## config.mk

```make
export PLATFORM = sky130hd
export DESIGN_NAME = seg7_scan_disp
export DESIGN_NICKNAME = d
export VERILOG_FILES = /design/src/rtl/seg7_scan_disp.sv
export SDC_FILE = /design/constraint.sdc
export NUM_CORES = 1
export LEC_CHECK = 0
export BUFFER_PORTS_ARGS = -buffer_cell sky130_fd_sc_hd__buf_2
export CAP_MARGIN = 25
export CORE_UTILIZATION = 65
export DETAILED_ROUTE_END_ITERATION = 8
export PLACE_DENSITY_LB_ADDON = 0.1
export SKIP_CTS_REPAIR_TIMING = 1
export SYNTH_ARGS = -nofsm -noshare
export SYNTH_HDL_FRONTEND = slang
export SYNTH_SLANG_ARGS = --single-unit
```

## constraint.sdc

```tcl
create_clock -name clk -period 5.8 [get_ports clk]
set_input_delay 1.16 -clock clk [delete_from_list [all_inputs] [get_ports clk]]
set_output_delay 1.16 -clock clk [all_outputs]
set_load 0.1 [all_outputs]
```

## src/rtl/seg7_scan_disp.sv

```systemverilog
// Multiplexed hex 7-segment driver with debounced keys, edit cursor on DP,
// leading-zero blanking, display enable and a frame-synchronous load buffer.
module seg7_scan_disp #(
    parameter int DIGITS     = 8,
    parameter int SCAN_DIV   = 1000,
    parameter int DEB_CYCLES = 20000
) (
    input  logic                  clk,
    input  logic                  rst_n,
    input  logic [3:0]            key,
    input  logic [4*DIGITS-1:0]   data_in,
    input  logic                  data_valid,
    output logic                  data_ready,
    output logic [DIGITS-1:0]     select,
    output logic [6:0]            segment7x,
    output logic                  dp
);

    localparam int IDXW = $clog2(DIGITS);
    localparam int DIVW = $clog2(SCAN_DIV);
    localparam int DEBW = $clog2(DEB_CYCLES);
    localparam logic [IDXW-1:0]   LAST_IDX  = IDXW'(DIGITS - 1);
    localparam logic [DIVW-1:0]   LAST_DIV  = DIVW'(SCAN_DIV - 1);
    localparam logic [DEBW-1:0]   LAST_DEB  = DEBW'(DEB_CYCLES - 1);
    localparam logic [DIGITS-1:0] SEL_RESET = {{(DIGITS-1){1'b1}}, 1'b0};

    logic [3:0]             r_keyMeta;
    logic [3:0]             r_keySync;
    logic [3:0]             r_keyState;
    logic [3:0]             r_keyPulse;
    logic [3:0][DEBW-1:0]   r_debCnt;

    logic [DIVW-1:0]        r_div;
    logic [IDXW-1:0]        r_idx;
    logic                   w_tick;
    logic                   w_frameEnd;

    logic [DIGITS-1:0][3:0] r_disp;
    logic [DIGITS-1:0][3:0] r_buf;
    logic                   r_bufFull;
    logic [IDXW-1:0]        r_cursor;
    logic                   r_blankEn;
    logic                   r_dispEn;

    logic [DIGITS-1:0]      w_zeroFrom;
    logic [DIGITS-1:0]      w_sel;
    logic                   w_blank;
    logic [6:0]             w_glyph;

    function automatic logic [6:0] hexGlyph(input logic [3:0] n);
        case (n)
            4'h0: hexGlyph = 7'b1000000;
            4'h1: hexGlyph = 7'b1111001;
            4'h2: hexGlyph = 7'b0100100;
            4'h3: hexGlyph = 7'b0110000;
            4'h4: hexGlyph = 7'b0011001;
            4'h5: hexGlyph = 7'b0010010;
            4'h6: hexGlyph = 7'b0000010;
            4'h7: hexGlyph = 7'b1111000;
            4'h8: hexGlyph = 7'b0000000;
            4'h9: hexGlyph = 7'b0010000;
            4'hA: hexGlyph = 7'b0001000;
            4'hB: hexGlyph = 7'b0000011;
            4'hC: hexGlyph = 7'b1000110;
            4'hD: hexGlyph = 7'b0100001;
            4'hE: hexGlyph = 7'b0000110;
            default: hexGlyph = 7'b0001110;
        endcase
    endfunction

    // Debounce tracks the accepted level; a pulse fires only on an accepted press.
    always_ff @(posedge clk or negedge rst_n) begin
        if (!rst_n) begin
            r_keyMeta  <= '1;
            r_keySync  <= '1;
            r_keyState <= '1;
            r_keyPulse <= '0;
            r_debCnt   <= '0;
        end else begin
            r_keyMeta <= key;
            r_keySync <= r_keyMeta;
            for (int k = 0; k < 4; k++) begin
                r_keyPulse[k] <= 1'b0;
                if (r_keySync[k] == r_keyState[k]) begin
                    r_debCnt[k] <= '0;
                end else if (r_debCnt[k] == LAST_DEB) begin
                    r_debCnt[k]   <= '0;
                    r_keyState[k] <= r_keySync[k];
                    r_keyPulse[k] <= ~r_keySync[k];
                end else begin
                    r_debCnt[k] <= r_debCnt[k] + 1'b1;
                end
            end
        end
    end

    assign w_tick     = (r_div == LAST_DIV);
    assign w_frameEnd = w_tick && (r_idx == LAST_IDX);

    always_ff @(posedge clk or negedge rst_n) begin
        if (!rst_n) begin
            r_div <= '0;
            r_idx <= '0;
        end else if (w_tick) begin
            r_div <= '0;
            r_idx <= (r_idx == LAST_IDX) ? '0 : r_idx + 1'b1;
        end else begin
            r_div <= r_div + 1'b1;
        end
    end

    // A frame-boundary copy takes priority over a same-cycle digit edit.
    always_ff @(posedge clk or negedge rst_n) begin
        if (!rst_n) begin
            r_disp    <= '0;
            r_buf     <= '0;
            r_bufFull <= 1'b0;
            r_cursor  <= '0;
            r_blankEn <= 1'b0;
            r_dispEn  <= 1'b1;
        end else begin
            if (data_valid && !r_bufFull) begin
                r_buf     <= data_in;
                r_bufFull <= 1'b1;
            end
            if (w_frameEnd && r_bufFull) begin
                r_disp    <= r_buf;
                r_bufFull <= 1'b0;
            end else if (r_keyPulse[1]) begin
                r_disp[r_cursor] <= r_disp[r_cursor] + 4'd1;
            end
            if (r_keyPulse[0]) begin
                r_cursor <= (r_cursor == LAST_IDX) ? '0 : r_cursor + 1'b1;
            end
            if (r_keyPulse[2]) begin
                r_blankEn <= ~r_blankEn;
            end
            if (r_keyPulse[3]) begin
                r_dispEn <= ~r_dispEn;
            end
        end
    end

    assign data_ready = ~r_bufFull;

    always_comb begin : zeroScan
        logic run;
        run = 1'b1;
        for (int i = DIGITS - 1; i >= 0; i--) begin
            run           = run & (r_disp[i] == 4'd0);
            w_zeroFrom[i] = run;
        end
    end

    always_comb begin
        w_sel        = '1;
        w_sel[r_idx] = 1'b0;
        w_blank      = r_blankEn && (r_idx != '0) && w_zeroFrom[r_idx];
        w_glyph      = w_blank ? 7'h7F : hexGlyph(r_disp[r_idx]);
    end

    always_ff @(posedge clk or negedge rst_n) begin
        if (!rst_n) begin
            select    <= SEL_RESET;
            segment7x <= 7'b1000000;
            dp        <= 1'b0;
        end else if (!r_dispEn) begin
            select    <= '1;
            segment7x <= 7'h7F;
            dp        <= 1'b1;
        end else begin
            select    <= w_sel;
            segment7x <= w_glyph;
            dp        <= (r_idx == r_cursor) ? 1'b0 : 1'b1;
        end
    end

endmodule
```

==> summary.md, run 1 <==
| Metric | Value |
|---|---|
| Die area | 13,700 sq um |
| Largest area contributor in the netlist | dfrtp_1 |
| PortBufs | 55 |
| Post-Syn Nets | 848 |
| Crit-path max cell delay | 0.78 ns |
| P_int | 2.00 mW |
| Antenna Nets Post-Route | 0 |
| Seq/Total Area, Yosys | 51.3% |
| CP Depth | 7 |
| Detail Placement HPWL | 12,000 um |
| Hold depth | 0 |
| Post-place setup slack | 2.88 ns |
| Finished Layout Cells | 1,019 |
| Routed len/inst | 17.3 um |
| Uppermost routed layer | met4 |
| CP max FO | 22 |
| Routed length on met3 | 1110 um |
| Sw Pwr | 0.525 mW |
| Critical Path Start Type | flip-flop |
| Worst setup EP type | flip-flop |
| Cells after Synth | 791 |
| Pleak | 4.15 nW |
| Avg Cell Area, Syn | 10.8 sq um |
| Flop2flop setup slack | 2.87 ns |
| Synth Area in XOR/XNOR | 6.72% |
| Adder-cell share of the synthesized area | 2.63% |
| Vias per std cell | 5.94 |
| Register clock-pin slew on the reported worst setup and hold paths | 0.06 ns |
| Hold WC Path Type | flip-flop to flip-flop |
| Top post-synthesis cells by area | dfrtp_1, dfstp_2, mux2_2 |
| Grt total ovfl | 0 |
| Final net count | 890 |
| CTS Sinks | 175 |
| Complex-gate fraction of the synthesized area | 7.20% |
| Met2 wire length | 8570 um |
| CTS tree | built |
| Worst vdd ir | 0.233 mV |
| Post-Route M1 WL | 7550 um |
| Post-layout min period | 2.93 ns |
| Ys async rst share | 100% |
| Vias in the first global route | 5,996 |
| Pin count of the biggest net entering global routing | 62 |
| Util after Layout | 74.4% |
| CTS max path bufs | 2 |
| Main synth FF type | dfrtp_1 |
| Fin worst setup slack | 2.87 ns |
| Cell area after synthesis | 8580 sq um |
| R2R depth | 7 |
| Crit-path slowest cell | dfrtp_1 |
| Data arrival, critical path | 3.27 ns |
| Achievable frequency | 0.342 GHz |
| Setup TNS Final | 0 ns |
| Initial Util | 67.4% |
| Proportion of layout cells with a drive suffix above 1 | 20.9% |
| Dpl cells | 986 |
| Clock Power Share | 45.9% |
| Worst Path Required | 6.14 ns |
| Initial drt markers | 471 |
| # DRC | 0 |
| Largest family of logic cells by synthesized area | simple AND/OR/NAND/NOR gates |
| Height of the die | 117 um |
| Worst path bufs/invs | 1 |
| Initial antenna violation count | 1 |
| Netlist cell types | 70 |
| Status | finished clean |
| Yosys top cell area share | 44.9% |
| Synthesized flop and latch total | 175 |
| First-pass GRT wire length | 29,400 um |
| Area delta synth->final | 10.3% |
| Flop pwr share | 50.8% |
| CP Class | flip-flop to flip-flop |
| Synth warnings | 0 |
| CP cell instances | mux4_1, mux2i_4, inv_4, ha_1, xor2_2, mux2i_1, o21ai_1 |
| Via count | 6,055 |
| Combinational share of power | 3.3% |
| Slew Viols, Final | 0 |
| Gr usage total | 28.5% |
| Setup violations, final | 0 |
| Max transition margin | 35.8% |
| EDFF count, synth | 0 |
| Die X | 117 um |
| Sw Share | 20.8% |
| Max-cap violations | 0 |
| Mux share of post-synthesis cell area | 11.0% |
| Synth Area in Simple Gates | 17.5% |
| Drt total wl | 17,600 um |
| Unrepaired setup endpoints after global routing | false |
| H-tree lvl count | 4 |
| Setup Skew | 0.00897 ns |
| Slew @ Worst Pin | 0.964 ns |
| Core area | 12,700 sq um |
| Num CTS Buffers | 17 |
| I/O pin total | 56 |
| First-pass DRT Iterations | 5 |
| PwrDens | 267 nW/um^2 |
| Clk Latency, worst-skew pair | 0.42 ns |
| Gpl congestion | 0.904 |
| Filler Cells Inserted | 892 |
| Fin crit share | 50.5% |
| Worst Hold Margin | 0.357 ns |
| Top delay family on crit path | multiplexers |
| Std cell rows | 41 |
| Final Hold Viols | 0 |
| CTS root buf | clkbuf_16 |
==> layer usage <==
metal / up-vias / global-route usage (%)
met5: - / 0
met4: 0 / 9.96
met3: 39 / 7.98
met2: 203 / 46.4
met1: 2969 / 36.9
li1: 2844 / -
==> sequential cells by signal, summed over array words and instances, names as in the netlist <==
signal      count
r_idx           3
dp              1
r_keyPulse      4
r_bufFull       1
r_buf          32
segment7x       7
r_blankEn       1
r_keyState      4
r_div          10
r_cursor        3
r_dispEn        1
r_disp         32
r_keySync       4
r_debCnt       60
r_keyMeta       4
select          8
==> power by group through the flow <==
stage	clock network (mW)	registers [mW]	logic [mW]
6_report	1.16	1.28	0.0823
3_5_place_dp	0	1.30	0.0843
5_1_grt	1.22	1.29	0.0944
3_3_place_gp	0	1.30	0.0802
2_1_floorplan	0	1.30	0.0401
4_1_cts	1.17	1.28	0.0850
==> worst paths after layout <==
kind,startpoint,end
setup reg to reg,r_cursor[0],r_disp[2]
setup / recovery,r_cursor[0],r_disp[2]
max in group asynchronous,rst_n,segment7x[0]
hold / removal,r_keyMeta[1],r_keySync[1]
hold reg to reg,r_keyMeta[1],r_keySync[1]
min in group asynchronous,rst_n,r_debCnt[3]
==> cells in the mapped netlist, types with 3 or more instances <==
cell type and n:
dfrtp_1 154, nor2_1 97, nand2_1 72, mux2_2 43
nand3_1 40, xor2_1 37, o21ai_0 31, mux2i_1 28
xnor2_1 27, dfstp_2 21, ha_1 18, inv_1 17
a21oi_1 16, and3_1 16, clkbuf_1 16, nand4_1 14
o21ai_1 14, nor3_1 12, nor4_1 8, buf_1 6
nor2b_1 6, nor3b_1 5, a31oi_1 4, and2_1 4
buf_6 4, mux4_2 4, nand2b_1 4, nand3b_1 4
o22ai_1 4, clkbuf_8 3, nor3_2 3, o211ai_1 3
o221ai_1 3, o311ai_0 3, o31ai_2 3, or3_1 3
or4_1 3
==> cell families after synthesis <==
family	after synthesis
compound gates	95
xor+xnor	65
fa+ha+maj	18
buf+inv	53
flops	175
mux	79
simple gates	306
==> through the flow <==
step           power (mW)  area, sq um
3_5_place_dp         1.39         8860
3_3_place_gp         1.38         8860
5_1_grt              2.60         9460
4_1_cts              2.54         9460
6_report             2.52         9460
2_1_floorplan        1.34         8580
==> worst reg2reg max path: stages (launching register included) <==
cell,delay [ns]
dfrtp_1,0.78
mux4_1,0.70
mux2i_4,0.29
inv_4,0.10
ha_1,0.23
xor2_2,0.45
mux2i_1,0.16
o21ai_1,0.15
==> cell usage in the layout, fill, tap and decap left out, types with 3 or more instances in the layout <==
cell	netlist	final
dfrtp_1	154	154
nor2_1	97	97
nand2_1	72	72
buf_2	2	54
mux2_2	43	43
nand3_1	40	40
xor2_1	37	37
o21ai_0	31	31
mux2i_1	28	28
xnor2_1	27	27
dfstp_2	21	21
ha_1	18	18
inv_1	17	17
clkbuf_16	0	17
a21oi_1	16	16
and3_1	16	15
nand4_1	14	14
o21ai_1	14	14
nor3_1	12	12
nor4_1	8	8
nor2b_1	6	5
nor3b_1	5	5
o22ai_1	4	4
nand3b_1	4	4
and2_1	4	4
nand2b_1	4	4
a31oi_1	4	4
mux4_2	4	4
clkbuf_1	16	4
or3_1	3	3
or4_1	3	3
o211ai_1	3	3
o221ai_1	3	3
o311ai_0	3	3
nor3_2	3	3
o31ai_2	3	3
bufinv_16	0	3
buf_4	1	3
==> area by class of cell <==
cell class                 instances  area, sq um  share of cell area [%]
antenna                            1         2.50                  0.0264
timing repair buffer              58          304                    3.21
clock inverter                     9          133                    1.40
inverter                          18         70.1                   0.740
sequential                       175         4410                    46.5
clock buffer                      23          468                    4.94
tap                              172          215                    2.27
multi-input combinational        563         3870                    40.9
Note: power is estimated with default switching activity, not from simulation.
==> run 2, diff against run 1 <==
ABC_AREA = 1   (was unset)
CORE_UTILIZATION = 55   (was 65)
clock period = 2.6 ns   (was 5.8 ns; I/O delays follow)
==> summary.md, run 2 <==
| Metric | Value |
|---|---|
| Status | finished clean |
| Final net count | 1,241 (+39%) |
| Setup TNS Final | 0 ns (unchanged) |
| Std cell rows | 47 (+15%) |
| Max FFs per register | 60 (unchanged) |
| Flop2flop setup slack | 0.28 ns (-2.59 ns) |
| Filler Cells Inserted | 1,480 (+66%) |
| CP Class | flip-flop to flip-flop |
| Netlist cell types | 52 (-26%) |
| Drt total wl | 20,800 um (+18%) |
| Setup violations, final | 0 (unchanged) |
| Main synth FF type | dfrtp_1 |
| Cells after Synth | 1,122 (+42%) |
| Unrepaired setup endpoints after global routing | false |
| PortBufs | 55 (unchanged) |
| Finished Layout Cells | 1,417 (+39%) |
| Height of the die | 132 um (+13%) |
| CP cell instances | nand2_1, o211ai_2, nand2_1, nor2_4, inv_2, ha_1, o21bai_4, nand3_1, nand3_1 |
| Worst vdd ir | 0.580 mV (+150%) |
| Initial drt markers | 567 (+20%) |
| Critical Path Start Type | flip-flop |
| H-tree lvl count | 4 (unchanged) |
| CTS tree | built |
| Largest area contributor in the netlist | dfrtp_1 |
| Met2 wire length | 9480 um (+11%) |
| Multi-input gate area in the final layout | 4200 sq um (+8.6%) |
| Fin worst setup slack | 0.278 ns (-2.59 ns) |
| Crit-path max cell delay | 0.84 ns (+0.06 ns) |
| Fin crit share | 89.3% (+39 points) |
| First-pass DRT Iterations | 5 (unchanged) |
| Slew Viols, Final | 0 (unchanged) |
| Mux share of post-synthesis cell area | 3.85% (-7.1 points) |
| Worst setup EP type | flip-flop |
| Ys async rst share | 100% (unchanged) |
| Yosys top cell area share | 41.2% (-3.7 points) |
| Via count | 7,543 (+25%) |
| Most instantiated cells after synthesis | nand2_1, dfrtp_1, inv_1 |
| Avg Cell Area, Syn | 8.33 sq um (-23%) |
| Detail Placement HPWL | 15,100 um (+25%) |
| Initial antenna violation count | 0 (-1) |
| Pin count of the biggest net entering global routing | 61 (-1.6%) |
| Adder-cell share of the synthesized area | 2.41% (-0.22 points) |
| PwrDens | 540 nW/um^2 (+100%) |
| Seq/Total Area, Yosys | 47.1% (-4.2 points) |
| First-pass GRT wire length | 35,400 um (+20%) |
| Worst path bufs/invs | 1 (unchanged) |
| Core area | 16,600 sq um (+30%) |
| CTS max path bufs | 2 (unchanged) |
| Final Hold Viols | 0 (unchanged) |
| Commonest non-fill, non-tap cell in the layout | nand2_1 |
| Commonest non-fill, non-tap cells in the layout | nand2_1, dfrtp_1, inv_1 |
| Antenna cells | 0 (-1) |
| Uppermost routed layer | met4 |
| CP max FO | 23 (+4.5%) |
| Dpl cells | 1,385 (+40%) |
| Synth warnings | 0 (unchanged) |
| Pleak | 4.92 nW (+19%) |
| R2R depth | 9 (+2) |
| Crit-path slowest cell | dfrtp_1 |
| Worst r2r dst | r_disp[26] |
| Max-cap violations | 0 (unchanged) |
| Antenna Nets Post-Route | 0 (unchanged) |
| CTS Sinks | 175 (unchanged) |
| Sequential cell area | 4410 sq um (unchanged) |
| Post-Route M1 WL | 9730 um (+29%) |
| Setup Skew | 0.0122 ns (+0.00320 ns) |
| Most frequent cell after synthesis | nand2_1 |
| Post-Syn Nets | 1,179 (+39%) |
| Gr usage total | 25.4% (-3.1 points) |
| Num CTS Buffers | 17 (unchanged) |
| Top delay family on crit path | flip-flops |
| Largest Register | r_debCnt |
| Routed length on met3 | 1160 um (+4.2%) |
| CTS root buf | clkbuf_16 |
| Vias per std cell | 5.32 (-10%) |
| Routed len/inst | 14.7 um (-15%) |
| Hold WC Path Type | primary input to asynchronous set/reset pin |
| Data arrival, critical path | 2.63 ns (-0.64 ns) |
| Achievable frequency | 0.431 GHz (+26%) |
| Launching point of the worst reg2reg path | r_cursor[0] |
| Synthesized flop and latch total | 175 (unchanged) |
| Cell area after synthesis | 9350 sq um (+9.0%) |
| Clk Latency, worst-skew pair | 0.43 ns (about the same) |
| Area delta synth->final | 11.8% |
| Complex-gate fraction of the synthesized area | 6.17% (-1.0 points) |
| Synth Area in XOR/XNOR | 1.87% (-4.8 points) |
| Die area | 17,500 sq um (+28%) |
| Post-place setup slack | 0.307 ns (-2.57 ns) |
| Synth Area in Simple Gates | 30.6% (+13 points) |
| Slew @ Worst Pin | 0.762 ns (-0.202 ns) |
| Initial Util | 56.4% (-11 points) |
| Vias in the first global route | 7,202 (+20%) |
| Post-layout min period | 2.32 ns (-0.606 ns) |
| Grt total ovfl | 0 (unchanged) |
| Gpl congestion | 0.909 (+0.55%) |
| Worst Path Required | 2.91 ns (-3.23 ns) |
| Largest family of logic cells by synthesized area | simple AND/OR/NAND/NOR gates |
| Die X | 132 um (+13%) |
| Register clock-pin slew on the reported worst setup and hold paths | 0.07 ns (about the same) |
| EDFF count, synth | 0 (unchanged) |
| Top flop regs | r_debCnt (60), r_buf (32), r_disp (32) |
| Max transition margin | 49.2% (+13 points) |
| Top post-synthesis cells by area | dfrtp_1, nand2_1, dfstp_2 |
| Proportion of layout cells with a drive suffix above 1 | 18.0% (-3.0 points) |
| I/O pin total | 56 (unchanged) |
| # DRC | 0 (unchanged) |
[run 2: final cells by class]
class	instances	share of cell area (%)
Timing Repair Buffer	64	3.58
Tap cell	220	2.63
Clock inverter	13	1.46
Inverter	160	5.77
Multi-Input combinational cell	766	40.2
Sequential cell	175	42.1
Clock buffer	19	4.24
[run 2: routing by layer]
layer | track usage, % | vias up
met5 | 0 | -
met4 | 7.60 | 0
met3 | 4.84 | 41
met2 | 40.1 | 235
met1 | 35.6 | 3501
li1 | - | 3766
[run 2: worst max-delay path by stage]
stage	from	endpoint	slack [ns]	cells after the start
3_5_place_dp	r_idx[2]	segment7x[3]	0.31	14
2_1_floorplan	r_idx[0]	segment7x[3]	0.60	13
3_3_place_gp	r_cursor[0]	r_disp[21]	0.39	8
6_report	r_cursor[0]	r_disp[26]	0.28	9
5_1_grt	r_cursor[0]	r_disp[13]	0.10	8
4_1_cts	r_idx[2]	segment7x[3]	0.29	14
[run 2: through the flow]
| stage | hold slack, ns | instance area [sq um] | utilization, % | power (mW) |
|---|---|---|---|---|
| after floorplan | 0.224 | 9350 | - | 2.98 |
| after global placement | 0.346 | 9850 | 59.4 | 3.09 |
| after detailed placement | 0.347 | 9850 | 59.4 | 3.10 |
| after CTS | 0.0385 | 10500 | 63.0 | 5.69 |
| after global routing | 0.0487 | 10500 | 63.0 | 5.85 |
| final | 0.0186 | 10500 | 63.0 | 5.64 |
[run 2: power breakdown]
part	internal [mW]	switching, mW
Sequential	2.81	0.0455
Clock	1.46	1.13
Combinational	0.0861	0.107
Total	4.36	1.28
[run 2: logic make-up after synthesis]
family | Yosys count
xor gates and xnor gates | 20
muxes | 32
DFF | 175
AOI/OAI and AO/OA | 97
and+or+nand+nor | 599
buffers and inverters | 181
adders and majority gates | 18
